`config.mk`:
```
export PLATFORM = sky130hd
export DESIGN_NAME = iir_analysis_fir
export DESIGN_NICKNAME = d
export VERILOG_FILES = /design/src/rtl/iir_pkg.sv /design/src/rtl/iir_mac_unit.sv /design/src/rtl/iir_analysis_fir.sv
export SDC_FILE = /design/constraint.sdc
export NUM_CORES = 1
export LEC_CHECK = 0
export ABC_AREA = 1
export CAP_MARGIN = 20
export CORE_ASPECT_RATIO = 0.75
export CORE_MARGIN = 1.5
export CORE_UTILIZATION = 40
export DETAILED_ROUTE_END_ITERATION = 10
export SYNTH_ARGS = -nofsm -noshare
export SYNTH_HDL_FRONTEND = slang
export SYNTH_SLANG_ARGS = --single-unit
```
`constraint.sdc`:
```
create_clock -name clk -period 6 [get_ports clk]
set_input_delay 1.2 -clock clk [delete_from_list [all_inputs] [get_ports clk]]
set_output_delay 1.2 -clock clk [all_outputs]
set_load 0.02 [all_outputs]
```
`src/rtl/iir_pkg.sv`:
```
// Shared constants for the IIR synthesis filter and its analysis-side FIR inverse:
// coefficient format, the a_k table, FSM state type and the output rounding/saturation.
package iir_pkg;

    localparam int ORDER     = 16;
    localparam int WIN       = 18;
    localparam int COEF_W    = 10;
    localparam int COEF_FRAC = 7;
    localparam int WOUT      = 18;
    localparam int ACC_W     = WIN + COEF_W + 5;
    localparam int IDX_W     = $clog2(ORDER + 1);

    localparam logic signed [COEF_W-1:0] COEF_ONE = COEF_W'(1 << COEF_FRAC);

    // a_1..a_ORDER in Q3.7; the synthesis filter reads this same table.
    localparam logic signed [COEF_W-1:0] A_COEF [1:ORDER] = '{
        10'sd128, -10'sd141, 10'sd332, -10'sd298,
        10'sd485, -10'sd361, 10'sd426, -10'sd262,
        10'sd250, -10'sd124, 10'sd96,  -10'sd37,
        10'sd24,  -10'sd6,   10'sd3,   10'sd0
    };

    typedef enum logic [1:0] {
        IDLE = 2'd0,
        MAC  = 2'd1,
        OUT  = 2'd2
    } state_e;

    localparam logic signed [ACC_W:0] ROUND_BIAS = (ACC_W+1)'(1 << (COEF_FRAC - 1));
    localparam logic signed [ACC_W:0] SAT_HI     = (ACC_W+1)'((1 << (WOUT - 1)) - 1);
    localparam logic signed [ACC_W:0] SAT_LO     = ~SAT_HI;

    // c[0] is the implicit 1.0 of A(z); indices past ORDER read as zero.
    function automatic logic signed [COEF_W-1:0] coef_at(input logic [IDX_W-1:0] idx);
        if (idx == '0) begin
            return COEF_ONE;
        end
        if (int'(idx) > ORDER) begin
            return '0;
        end
        return A_COEF[idx];
    endfunction

    // One guard bit keeps the +0.5 bias from wrapping before the arithmetic shift.
    function automatic logic signed [WOUT-1:0] round_sat(input logic signed [ACC_W-1:0] acc);
        logic signed [ACC_W:0] wide;
        wide = ($signed({acc[ACC_W-1], acc}) + ROUND_BIAS) >>> COEF_FRAC;
        if (wide > SAT_HI) begin
            return SAT_HI[WOUT-1:0];
        end
        if (wide < SAT_LO) begin
            return SAT_LO[WOUT-1:0];
        end
        return wide[WOUT-1:0];
    endfunction

endpackage

```
`src/rtl/iir_mac_unit.sv`:
```
// Single signed multiply-accumulate slice: clear wins over enable, accumulator registered.
module iir_mac_unit
    import iir_pkg::*;
(
    input  logic                     clk,
    input  logic                     rst,
    input  logic                     clear,
    input  logic                     en,
    input  logic signed [COEF_W-1:0] coef,
    input  logic signed [WIN-1:0]    sample,
    output logic signed [ACC_W-1:0]  acc
);

    logic signed [WIN+COEF_W-1:0] prod;
    logic signed [ACC_W-1:0]      acc_d;
    logic signed [ACC_W-1:0]      acc_q;

    assign prod = coef * sample;

    always_comb begin
        acc_d = acc_q;
        if (clear) begin
            acc_d = '0;
        end else if (en) begin
            acc_d = acc_q + ACC_W'(prod);
        end
    end

    always_ff @(posedge clk or negedge rst) begin
        if (!rst) begin
            acc_q <= '0;
        end else begin
            acc_q <= acc_d;
        end
    end

    assign acc = acc_q;

endmodule

```
`src/rtl/iir_analysis_fir.sv`:
```
// Analysis FIR e[n] = x[n] + sum a_k x[n-k], time-multiplexed over one MAC.
// Handshakes: a transfer happens on a rising edge where valid and ready are both high.
module iir_analysis_fir
    import iir_pkg::*;
(
    input  logic            clk,
    input  logic            rst,
    input  logic            flush,
    input  logic [WIN-1:0]  in_data,
    input  logic            in_valid,
    output logic            in_ready,
    output logic [WOUT-1:0] out_data,
    output logic            out_valid,
    input  logic            out_ready,
    output logic [1:0]      dbg_state
);

    state_e                  state_q, state_d;
    logic [IDX_W-1:0]        idx_q, idx_d;
    logic signed [WIN-1:0]   dly_q [0:ORDER];
    logic signed [WIN-1:0]   dly_d [0:ORDER];
    logic [WOUT-1:0]         out_data_q, out_data_d;
    logic                    out_valid_q, out_valid_d;

    logic                    mac_clear;
    logic                    mac_en;
    logic signed [COEF_W-1:0] mac_coef;
    logic signed [WIN-1:0]   mac_sample;
    logic signed [ACC_W-1:0] acc;

    assign mac_coef   = coef_at(idx_q);
    assign mac_sample = dly_q[idx_q];

    iir_mac_unit u_mac (
        .clk    (clk),
        .rst    (rst),
        .clear  (mac_clear),
        .en     (mac_en),
        .coef   (mac_coef),
        .sample (mac_sample),
        .acc    (acc)
    );

    always_comb begin
        state_d     = state_q;
        idx_d       = idx_q;
        dly_d       = dly_q;
        out_data_d  = out_data_q;
        out_valid_d = out_valid_q;
        mac_clear   = 1'b0;
        mac_en      = 1'b0;

        if (flush) begin
            for (int k = 0; k <= ORDER; k++) begin
                dly_d[k] = '0;
            end
            mac_clear   = 1'b1;
            out_valid_d = 1'b0;
            idx_d       = '0;
            state_d     = IDLE;
        end else begin
            case (state_q)
                IDLE: begin
                    if (in_valid) begin
                        for (int k = ORDER; k > 0; k--) begin
                            dly_d[k] = dly_q[k-1];
                        end
                        dly_d[0]  = $signed(in_data);
                        mac_clear = 1'b1;
                        idx_d     = '0;
                        state_d   = MAC;
                    end
                end
                MAC: begin
                    mac_en = 1'b1;
                    if (idx_q == IDX_W'(ORDER)) begin
                        idx_d   = '0;
                        state_d = OUT;
                    end else begin
                        idx_d = idx_q + 1'b1;
                    end
                end
                OUT: begin
                    // First OUT cycle registers the result; valid then holds until taken.
                    if (!out_valid_q) begin
                        out_data_d  = round_sat(acc);
                        out_valid_d = 1'b1;
                    end else if (out_ready) begin
                        out_valid_d = 1'b0;
                        state_d     = IDLE;
                    end
                end
                default: begin
                    state_d = IDLE;
                end
            endcase
        end
    end

    always_ff @(posedge clk or negedge rst) begin
        if (!rst) begin
            state_q     <= IDLE;
            idx_q       <= '0;
            out_data_q  <= '0;
            out_valid_q <= 1'b0;
            for (int k = 0; k <= ORDER; k++) begin
                dly_q[k] <= '0;
            end
        end else begin
            state_q     <= state_d;
            idx_q       <= idx_d;
            out_data_q  <= out_data_d;
            out_valid_q <= out_valid_d;
            for (int k = 0; k <= ORDER; k++) begin
                dly_q[k] <= dly_d[k];
            end
        end
    end

    assign in_ready  = (state_q == IDLE);
    assign out_data  = out_data_q;
    assign out_valid = out_valid_q;
    assign dbg_state = state_q;

endmodule

```
# Word level (Yosys, flattened, before mapping)
# Memory sizes are Yosys's and may differ from the RTL's.
# Index checks and enable logic that the tools add are counted.
[totals]
ff_bits = 365
mem_bits_ro = 320
output_inout_bits = 22
wordCells = 101
mem_count = 1
[classes]
add_sub_neg = 3
mul = 1
magnitude_cmp = 4
eq_ne = 7
mux = 49
bitwise_logic = 3
reduce_logical = 11
[mem_list]
columns = ["memory", "words", "width", "read_ports", "rd_clocked_by_memory_dff", "write_ports", "line_no", "source"]
rows = [
  ["(no name shown)", 32, 10, 1, 0, 0, "iir_pkg.sv:41", "return A_COEF[idx];"],
]
[ops]
columns = ["cell", "n"]
rows = [
  ["$mux 306", 3],
  ["$mux 18", 6],
  ["$bmux 18 s5", 1],
  ["$mux 33", 2],
  ["$mux 10", 6],
  ["$add 33x8->34 const B", 1],
  ["$add 33x28->33", 1],
  ["$mul 10x18->28", 1],
  ["$gt 27x18->1 const B", 1],
  ["$lt 27x18->1 const B", 1],
  ["$mux 1", 21],
  ["$mux 5", 3],
  ["$ne 3x3->1 const B", 4],
  ["$mux 2", 5],
  ["$pmux 5 s2", 1],
  ["$reduce_bool 2->1", 4],
  ["$ge 6x6->1 const B", 1],
  ["$not 5->6", 1],
  ["$pmux 2 s3", 1],
  ["$add 5x1->5 const B", 1],
  ["$eq 5x5->1 const B", 1],
  ["$gt 5x5->1 const B", 1],
  ["$logic_not 5->1", 1],
  ["$reduce_and 2->1", 2],
  ["other kinds (7)", 8],
]

# Longest topological paths before layout
# Gate-level depths: netlist (run 1).
[depth]
depth_word = 12
ltp_mapped = 36
mapped_depth_nobuf = 35

# Hierarchy
# A second synthesis (run 1) with hierarchy kept.
[unflattened]
cells_unflattened = 3401
area_unflattened_um2 = 26877.0
[by_module_without_submodules]
columns = ["module", "instances", "cells_per_inst", "area_each_um2", "seq_area_each_um2"]
rows = [
  ["iir_analysis_fir", 1, 2064, 16892.5, 8308.0],
  ["iir_mac_unit", 1, 1337, 9984.6, 825.8],
]

# Worst setup path before layout (run 1)
# OpenSTA, ideal clock, no wires.
[synth_timing]
path_type = "register -> register"
from = "reg idx_q[1]"
to = "reg u_mac.acc_q[32], in the netlist u_mac.acc[32]"
setup_ps = 118
arrival_time_ps = 6431
required_time_ps = 5882
path_slack_ps = -549
path_stages_with_launch = 32
cell_sequence = "dfrtp_1 > buf_2 > inv_2 > clkbuf_1 > ha_1 > nand3_1 > inv_1 > nor2_2 > inv_1 > nor3_2 > clkbuf_1 > nand2_1 > fa_1 > inv_1 > fa_1 > inv_1 > fa_1 > inv_1 > fa_1 > inv_1 > fa_1 > inv_1 > ha_1 > nand2_1 > nor3_1 > nand2_1 > nor3_1 > nand2_1 > o211ai_1 > nand3_1 > nand3_1 > nand2_1"
[synth_between]
elab_chain_cells = 10
[synth_lines]
columns = ["item", "line_no", "source"]
rows = [
  ["start: declaration", "iir_analysis_fir.sv:19", "logic [IDX_W-1:0] idx_q, idx_d;"],
  ["start signal: assignment", "iir_analysis_fir.sv:111", "idx_q <= idx_d;"],
  ["$not 5->6 (implied by the code)", "iir_pkg.sv:41, iir_analysis_fir.sv:32", ""],
  ["$mem_v2 32x10", "-", ""],
  ["$mux 10 (implied by the code) (2 in series)", "iir_pkg.sv:41", ""],
  ["$mux 10", "iir_pkg.sv:41", ""],
  ["$mux 10", "iir_pkg.sv:38", "if (int'(idx) > ORDER) begin"],
  ["$mul 10x18->28 *", "iir_mac_unit.sv:18", "assign prod = coef * sample;"],
  ["$add 33x28->33 *", "iir_mac_unit.sv:25", "acc_d = acc_q + ACC_W'(prod);"],
  ["$mux 33 *", "iir_mac_unit.sv:24", "end else if (en) begin"],
  ["$mux 33 *", "iir_mac_unit.sv:22", "if (clear) begin"],
  ["end signal: assignment", "iir_mac_unit.sv:31", "acc_q <= '0;"],
  ["end signal: assignment", "iir_mac_unit.sv:33", "acc_q <= acc_d;"],
  ["end: declaration", "iir_mac_unit.sv:16", "logic signed [ACC_W-1:0] acc_q;"],
]
# Mark *: on every way between the ends. The rest lies on a longest branch, timed or not. The select of a mux whose other input is x is not followed.
# A chain may end at the register's enable or synchronous reset.

# Final worst setup path (run 1)
[layout_timing]
from = "reg idx_q[0]"
to = "reg u_mac.acc_q[22], in the netlist u_mac.acc[22]"
# Same word-level chain as after synthesis.

==> flow_results.org, run 1 <==
** Status
- The run finished, with violations left.
- Violations in the final reports :: setup timing

** Critical path
- The cell that appears most often on the critical path is sky130_fd_sc_hd__nand2_1.
- Largest fanout on the critical path :: 8
- STA puts the critical path data arrival time at ~6900 ps.
- The critical path is of the reg2reg type.
- Flop2flop setup slack :: -370 ps
- For this run, the slowest stage of the critical path takes ~540 ps.
- The slowest stage of the critical path belongs to the cell sky130_fd_sc_hd__fa_1.
- For the worst setup path, the data required time is approximately 6500 ps.
- The worst setup path is launched from a flop.
- The worst setup path is captured at a flop.

** Clock tree
- Clock transition at the registers of the reported paths :: 80 ps
- The clock tree synthesis step divided the H-tree into 2 levels.
- Clock Sink Count :: 365
- Counting the buffers created by CTS gives 40.
- At the later pin of the worst-skew pair, clock insertion delay measures 590 ps.
- Clock root cell :: sky130_fd_sc_hd__clkbuf_16
- The number of hold buffers added after CTS was 0.
- In this run the deepest clock path goes through 3 buffers.
- TritonCTS built the clock tree.

** Logic synthesis
- Post-synth top cells :: sky130_fd_sc_hd__inv_1 (544), sky130_fd_sc_hd__o21ai_0 (424), sky130_fd_sc_hd__nand2_1 (383)
- For this run, asynchronously set or reset flops after synthesis account for 1.00.
- Top area cells in the synthesized netlist :: sky130_fd_sc_hd__dfrtp_1 (34%), sky130_fd_sc_hd__fa_1 (15%), sky130_fd_sc_hd__o21ai_0 (8.0%)
- For this run, the number of Yosys warnings is 0.
- Average footprint of a synthesized cell :: about 8.1 sq um
- Area leader, netlist :: sky130_fd_sc_hd__dfrtp_1
- Area share of the largest cell type after synthesis :: 0.345
- Number of flip-flops and latches in the synthesized netlist :: 365
- The most used flip-flop cell after synthesis is sky130_fd_sc_hd__dfrtp_1.
- Post-Syn Instances :: between 3000 and 4000
- Synthesis instantiated 55 different standard cells from the library.
- The most common cell in the synthesized netlist is sky130_fd_sc_hd__inv_1.
- The share of the Yosys chip area taken by registers is 0.345.
- In this run, synthesis inferred 0 flip-flops with an integrated enable.
- In this run the cell area of the synthesized design comes to 26500 sq um.
- The number of nets handed over by synthesis was 3575.

** Floorplan
- Standard-cell rows :: 81
- The core region is 65400 sq um.
- From left edge to right edge, the die measures 300 microns.
- Y dimension of the die :: 226 microns
- Number of top-level pins :: 45
- The floorplan step defined a die boundary enclosing a little under 70000 sq um.
- Initial Utilization :: 0.405

** STA
- Setup violations remaining at the end of the flow were counted as 22.
- The clock arrives with 41.3 ps of skew.
- Based on the critical path, the design can be clocked at up to 157 MHz.
- The smallest clock period supported by the final layout is computed as between 6000 and 7000 ps.
- Relative slew margins :: 0.291
- Final-report max-slew violation count :: 0
- The final hold violation count came to 0.
- Post-route fraction of the period consumed by the critical path :: 1.06
- Total negative setup slack :: -5850 ps
- Final Worst Setup Slack :: -369 ps
- Slew of the pin with the lowest slew margin :: 1060 ps
- Setup repair after global routing could not meet its margin everywhere.

** Placed design
- Prior to clock tree synthesis, the placed netlist has a worst setup slack of -734 ps.
- DPL Wire Length :: roughly 60000 microns
- In this run the tool buffered the top-level ports with 44 buffer cells.
- Routability-driven placement finished with a final weighted congestion of 0.944.
- In this run, placement finished with an instance count of 4425.

** Detailed routing
- The first detailed-routing pass took 6 iterations.
- After detailed routing, the number of vias per cell comes to 5.39.
- In this run, the number of DRC markers left after iteration 0 of detailed routing was about 2500.
- The detailed router placed 24800 vias in this run.
- Final Routed Wirelength :: 88600 microns
- DRT antenna net count :: 0
- In the routed design, unresolved DRC markers number 0.
- Routed wire per std cell :: between 15 and 20 microns

** Global route
- First-pass GRT wire length :: 136000 microns
- Met2 Track Usage GR :: 0.361
- Leftover overflow at the end of global routing :: 0
- For this run, global-route usage on met1 was measured as 0.397.
- Largest net degree at the start of global routing :: 174
- The number of global-route vias before repair was 23700.
- For this run, global-route usage on met3 was measured as 0.0614.
- Global router's overall resource usage :: 0.257
- met1 is the most crowded layer.
- The number of antenna violations at the first check in global routing is 1.

** Flow run
- Max capacitance violation total :: 0

** Power
- The worst-case IR drop observed on VDD is 506 uV.
- Summed over all cells, the static leakage comes to around 16 nW.
- For this design the ratio of total power to cell area is 383 nW/um^2.
- Post-route total power :: ~14 mW

** Final layout
- Fraction of final layout cells with drive strength greater than 1 :: 0.301
- The number of antenna diodes in the final layout is 0.
- Nets :: 4020
- Non-filler instance count after layout :: 4601
- The area growth from synthesis to layout is 34.7%.

** Min path
- The min-delay analysis places its worst path in the category reg2reg.
## through the flow
stage / hold slack [ps] / instance area, sq um / util
after floorplan: 458 / 26600 / -
final: 492 / 35700 / 0.546
after global routing: 518 / 35700 / 0.546
after CTS: 497 / 34200 / 0.524
after global placement: 483 / 31000 / 0.474
after detailed placement: 481 / 31000 / 0.474
## routing by layer
layer,part of all wire,wire [microns]
met5,0.00093,82
met4,0.015,1300
met3,0.087,7710
met2,0.42,37100
met1,0.48,42300
## logic make-up (layout without fill, tap and decap cells)
kind of cell	Yosys count	in the layout	share of synthesized area
xor gates and xnor gates	24	24	0.00793
AOI/OAI and AO/OA	822	822	0.173
adders and majority gates	291	291	0.194
DFF	365	365	0.345
buffers and inverters	752	1221	0.110
and+or+nand+nor	1007	1007	0.170
## area by class of cell
class,count,area [sq um]
Clock inverter,8,128
Sequential cell,365,9140
Inverter,558,2180
Clock buffer,58,1150
Tap cell,871,1090
Multi-Input combinational cell,2144,16500
Timing Repair Buffer,597,5510
Fill cell,5863,29700
## power by group
group	leakage (nW)	internal (mW)	switching, mW	total (mW)
sequential	5.04	2.63	0.283	2.92
combinational	10.7	3.50	4.74	8.24
clock	0.614	1.42	1.09	2.51
total	16.3	7.56	6.11	13.7
## worst max-delay path, delay by kind of cell (launching register included)
kind / cells / cell delay [ps]
buffers and inverters: 11 / 1220
adders and majority gates: 6 / 2740
and+or+nand+nor: 12 / 870
DFF: 1 / 500
AOI/OAI and AO/OA: 5 / 910
## cells in the final DEF, fill, tap and decap left out, types with 23 or more instances in the layout
| cell type | count |
|---|---|
| sky130_fd_sc_hd__a21oi_1 | 172 |
| sky130_fd_sc_hd__a21oi_2 | 52 |
| sky130_fd_sc_hd__buf_12 | 39 |
| sky130_fd_sc_hd__buf_4 | 454 |
| sky130_fd_sc_hd__buf_6 | 44 |
| sky130_fd_sc_hd__clkbuf_16 | 45 |
| sky130_fd_sc_hd__clkdlybuf4s50_1 | 42 |
| sky130_fd_sc_hd__dfrtp_1 | 362 |
| sky130_fd_sc_hd__fa_1 | 158 |
| sky130_fd_sc_hd__fa_2 | 41 |
| sky130_fd_sc_hd__ha_1 | 65 |
| sky130_fd_sc_hd__ha_4 | 26 |
| sky130_fd_sc_hd__inv_1 | 463 |
| sky130_fd_sc_hd__inv_2 | 72 |
| sky130_fd_sc_hd__nand2_1 | 291 |
| sky130_fd_sc_hd__nand2_2 | 74 |
| sky130_fd_sc_hd__nand2_4 | 42 |
| sky130_fd_sc_hd__nand3_1 | 340 |
| sky130_fd_sc_hd__nor2_1 | 134 |
| sky130_fd_sc_hd__nor2_2 | 23 |
| sky130_fd_sc_hd__nor2_4 | 30 |
| sky130_fd_sc_hd__o21ai_0 | 310 |
| sky130_fd_sc_hd__o21ai_1 | 70 |
| sky130_fd_sc_hd__o21ai_2 | 38 |
| sky130_fd_sc_hd__o31ai_1 | 110 |
## sequential cells by signal (all words and copies together), names as in the netlist
name and count:
idx_q 5, u_mac.acc 33, dbg_state 2, out_valid 1, dly_q 306, out_data 18
## repair_timing
| action | CTS | global route |
|---|---|---|
| pin swaps | 113 | 172 |
| setup endpoints to repair | 25 | 25 |
| cloned | 7 | 4 |
| setup buffers | 60 | 48 |
| gates resized for setup | 402 | 352 |
## worst paths after layout
kind | from | cells past startpoint | to
max in group asynchronous | rst | 2 | dly_q[16]
max reg2reg | idx_q[0] | 34 | u_mac.acc[22]
min reg2reg | out_data[0] | 2 | out_data[0]
min in group asynchronous | rst | 1 | dly_q[257]
min | out_data[0] | 2 | out_data[0]
max | idx_q[0] | 34 | u_mac.acc[22]
No activity file was read; power rests on OpenSTA's default activity.
==> inputs of run 2 (changes only) <==
Settings changed: CTS_CLUSTER_SIZE set to 8.
==> run 2 against run 1 <==
Net effect: the run still ends with setup timing left; clock-buffer cell count decreased by 1; core utilization down 2.1 points; die area unchanged; total power fell by 5.6%; critical path depth down 3; sequential share of layout area increased by 1.0 points; global-route usage down 0.23 points; combinational power down 12%; sequential cell count unchanged; first-iteration DRC count down 4.3%; non-clock buffer count is 53 lower.
==> flow_results.org, run 2 (synthesis gave the netlist of run 1 again) <==
** Status
- Status: finished with violations (unchanged).
- Violations in the final reports :: setup timing (unchanged)

** STA
- RSZ-0062 raised after global routing :: yes (unchanged)
- The setup slack after layout was -393 ps (was -369 ps).
- Post-route fraction of the period consumed by the critical path :: 1.07 (was 1.06)
- Clock Skews :: 54.0 ps (was 41.3 ps)
- The headroom to the max-slew limit is 0.305 (was 0.291).
- The number of pins with negative max-slew slack in the final report came to 0 (unchanged).
- The achievable clock frequency was 156 MHz (was 157 MHz).
- The final hold violation count is 0 (unchanged).
- The pin slew with the least headroom to its limit came to 1040 ps (was 1060 ps).
- Min Tclk post-route :: 6390 ps (was 6370 ps)
- Setup violation total in the final timing report :: 24 (was 22)

** Critical path
- Logic depth of the worst register-to-register path :: 31 (was 34)
- The worst flop-to-flop path startpoint was idx_q[0] (unchanged).
- The type of element capturing the critical path is a flop (unchanged).
- The kind of critical path was reg2reg (unchanged).
- The category of the worst setup path launch point is a flop (unchanged).
- The register-to-register setup slack is -390 ps (was -370 ps).
- Endpoint of the most critical setup path :: u_mac.acc[32] (was u_mac.acc[22])
- Endpoint of the most critical register-to-register path :: u_mac.acc[32] (was u_mac.acc[22])
- The critical path launch point was idx_q[0] (unchanged).
- The data required time at the worst endpoint came to 6490 ps (about the same).
- Data arrival at the endpoint of the critical path :: 6890 ps (was 6860 ps)
- CP max stage delay :: 610 ps (was 540 ps)
- The slowest cell on the critical path is sky130_fd_sc_hd__fa_2 (was sky130_fd_sc_hd__fa_1).
- Largest fanout on the critical path :: 9 (was 8)

** Floorplan
- Core area :: 65400 sq um (unchanged)
- The placement row count came to 81 (unchanged).
- Number of top-level pins :: 45 (unchanged)
- Y dimension of the die :: 226 microns (unchanged)
- Die Outline Area :: 67800 sq um (unchanged)
- The die outline width came to 300 microns (unchanged).
- Initial Utilization :: 0.405 (unchanged)

** Detailed routing
- Vias after detailed routing :: 24200 (was 24800)
- The number of DRC markers in iteration 0 came to 2353 (was 2460).
- The routed wire length per instance is 18.8 microns (was 19.2 microns).
- The length of the first detailed-routing pass in iterations was 7 (was 6).
- The total DRC errors in the routed layout was 0 (unchanged).
- Average via count per standard cell :: 5.33 (was 5.39)
- Final Routed Wirelength :: 85500 microns (was 88600 microns)
- The remaining number of nets flagged by the antenna check after routing is 0 (unchanged).

** Final layout
- The flip-flop count of the largest register after layout came to 306 (unchanged).
- Final standard cell area without fillers :: 34300 sq um (was 35700 sq um)
- The antenna diode instance count was 0 (unchanged).
- The proportion of layout cells with a drive suffix above 1 was 0.241 (was 0.301).
- Commonest non-fill, non-tap cells in the layout :: sky130_fd_sc_hd__inv_1 (509), sky130_fd_sc_hd__buf_4 (444), sky130_fd_sc_hd__dfrtp_1 (362) (was sky130_fd_sc_hd__inv_1 (463), sky130_fd_sc_hd__buf_4 (454), sky130_fd_sc_hd__dfrtp_1 (362))
- Layout overhead on the synthesized area :: 29.4% (was 34.7%)
- The register bank with the most flops is dly_q (unchanged).
- The number of non-filler instances in the completed layout was 4544 (was 4601).
- The net count of the finished layout is 3979 (was 4020).
- The most frequent standard cell in the layout excluding fill and tap cells is sky130_fd_sc_hd__inv_1 (unchanged).

** Global route
- The overall global routing resource usage was 0.254 (was 0.257).
- Leftover overflow at the end of global routing :: 0 (unchanged)
- Antenna violations before repair :: 0 (was 1)
- First-pass GRT wire length :: 135000 microns (was 136000 microns)
- Largest net degree at the start of global routing :: 174 (unchanged)
- Number of global-route vias before repair :: 23400 (was 23700)

** Placed design
- The number of buffers added on ports is 44 (unchanged).
- DPL Wire Length :: 59900 microns (unchanged)
- The instance count after placement with tap cells included was 4425 (unchanged).
- The area of placed instances was 31000 sq um (unchanged).
- The worst slack at placement came to -734 ps (unchanged).
- The final estimated routing congestion in global placement was 0.944 (unchanged).

** Clock tree
- Maximum count of clock buffers along a single path :: 3 (unchanged)
- The clock tree root buffer cell is sky130_fd_sc_hd__clkbuf_16 (unchanged).
- The insertion delay to the later sink of the worst-skew pair was 640 ps (was 590 ps).
- CTS tree :: done (unchanged)
- Clock Sink Count :: 365 (unchanged)
- The maximum level of the CTS H-tree was 2 (unchanged).
- CTS buffer count :: 52 (was 40)
- The count of hold-fix buffers inserted at cts is 0 (unchanged).
- The clock slew at the register clock pins of the worst setup and hold paths is 60 ps (was 80 ps).

** Flow run
- The number of max-capacitance violations reported came to 0 (unchanged).

** Power
- Power per Cell Area :: 376 nW/um^2 (was 383 nW/um^2)
- Standby leakage power :: 15.8 nW (was 16.3 nW)
- Worst IR drop on VDD :: 515 uV (was 506 uV)

** Min path
- Path class of the lowest-slack min-delay path :: reg2reg (unchanged)
## run 2: changes by cell type in the layout (fill, tap and decap cells not counted), moves of 16 or more
cell | before | now
sky130_fd_sc_hd__o21ai_0 | 310 | 350
sky130_fd_sc_hd__inv_2 | 72 | 32
sky130_fd_sc_hd__a21oi_1 | 172 | 199
sky130_fd_sc_hd__nand2_2 | 74 | 58
sky130_fd_sc_hd__a21oi_2 | 52 | 30
sky130_fd_sc_hd__inv_1 | 463 | 509
sky130_fd_sc_hd__fa_2 | 41 | 18
sky130_fd_sc_hd__fa_1 | 158 | 181
sky130_fd_sc_hd__buf_6 | 44 | 15
sky130_fd_sc_hd__nand2_4 | 42 | 15
sky130_fd_sc_hd__o21ai_2 | 38 | 18
sky130_fd_sc_hd__nand2_1 | 291 | 334
## run 2: worst min-delay path by stage
stage	from	end	slack (ps)	cells past startpoint
2_1_floorplan	u_mac.acc[5]	u_mac.acc[5]	460	2
3_3_place_gp	out_data[0]	out_data[0]	480	2
3_5_place_dp	out_data[0]	out_data[0]	480	2
4_1_cts	dly_q[183]	dly_q[165]	480	2
5_1_grt	out_data[0]	out_data[0]	520	2
6_report	dly_q[183]	dly_q[165]	480	2
## run 2: per-layer routing
layer | global-route usage | share of wire | up-vias
met4 | 0.0463 | 0.015 | 0
met3 | 0.0601 | 0.093 | 90
met5 | 0 | 0 | -
li1 | - | - | 11400
met2 | 0.353 | 0.41 | 837
met1 | 0.398 | 0.49 | 11800
## run 2: repair_timing
| item | CTS | global route |
|---|---|---|
| resized for setup | 220 | 183 |
| gates cloned | 3 | 1 |
| endpoints found under the setup margin | 25 | 26 |
| setup buffers | 31 | 23 |
| pin swaps | 39 | 59 |
## run 2: area by class of cell
class | instances | area (sq um)
fill | 6089 | 31100
multi-input combinational | 2144 | 15700
sequential | 365 | 9140
timing repair buffer | 544 | 4790
inverter | 558 | 2150
clock buffer | 57 | 1330
tap | 871 | 1090
clock inverter | 5 | 125
## run 2: stage by stage
stage	hold WS [ps]	power, mW	util	TNS (ps)
4_1_cts	477	12.4	0.513	-5800
3_5_place_dp	481	8.91	0.474	-13780
2_1_floorplan	458	6.14	-	-16.1
6_report	478	12.9	0.525	-6640
5_1_grt	517	13.7	0.525	-12510
3_3_place_gp	483	8.87	0.474	-12150
## run 2: critical path, delay by kind of cell (launching register included)
kind            cells  cell delay (ps)
compound gates      1              140
flops               1              540
simple gates       11             1160
fa+ha+maj           8             3270
buf+inv            11             1130
## run 2: power by group
group          internal (mW)  switching, mW  leakage (nW)  total (mW)
logic                   2.98           4.24          10.0        7.22
registers               2.64          0.285          5.04        2.92
clock network           1.60           1.16         0.705        2.76
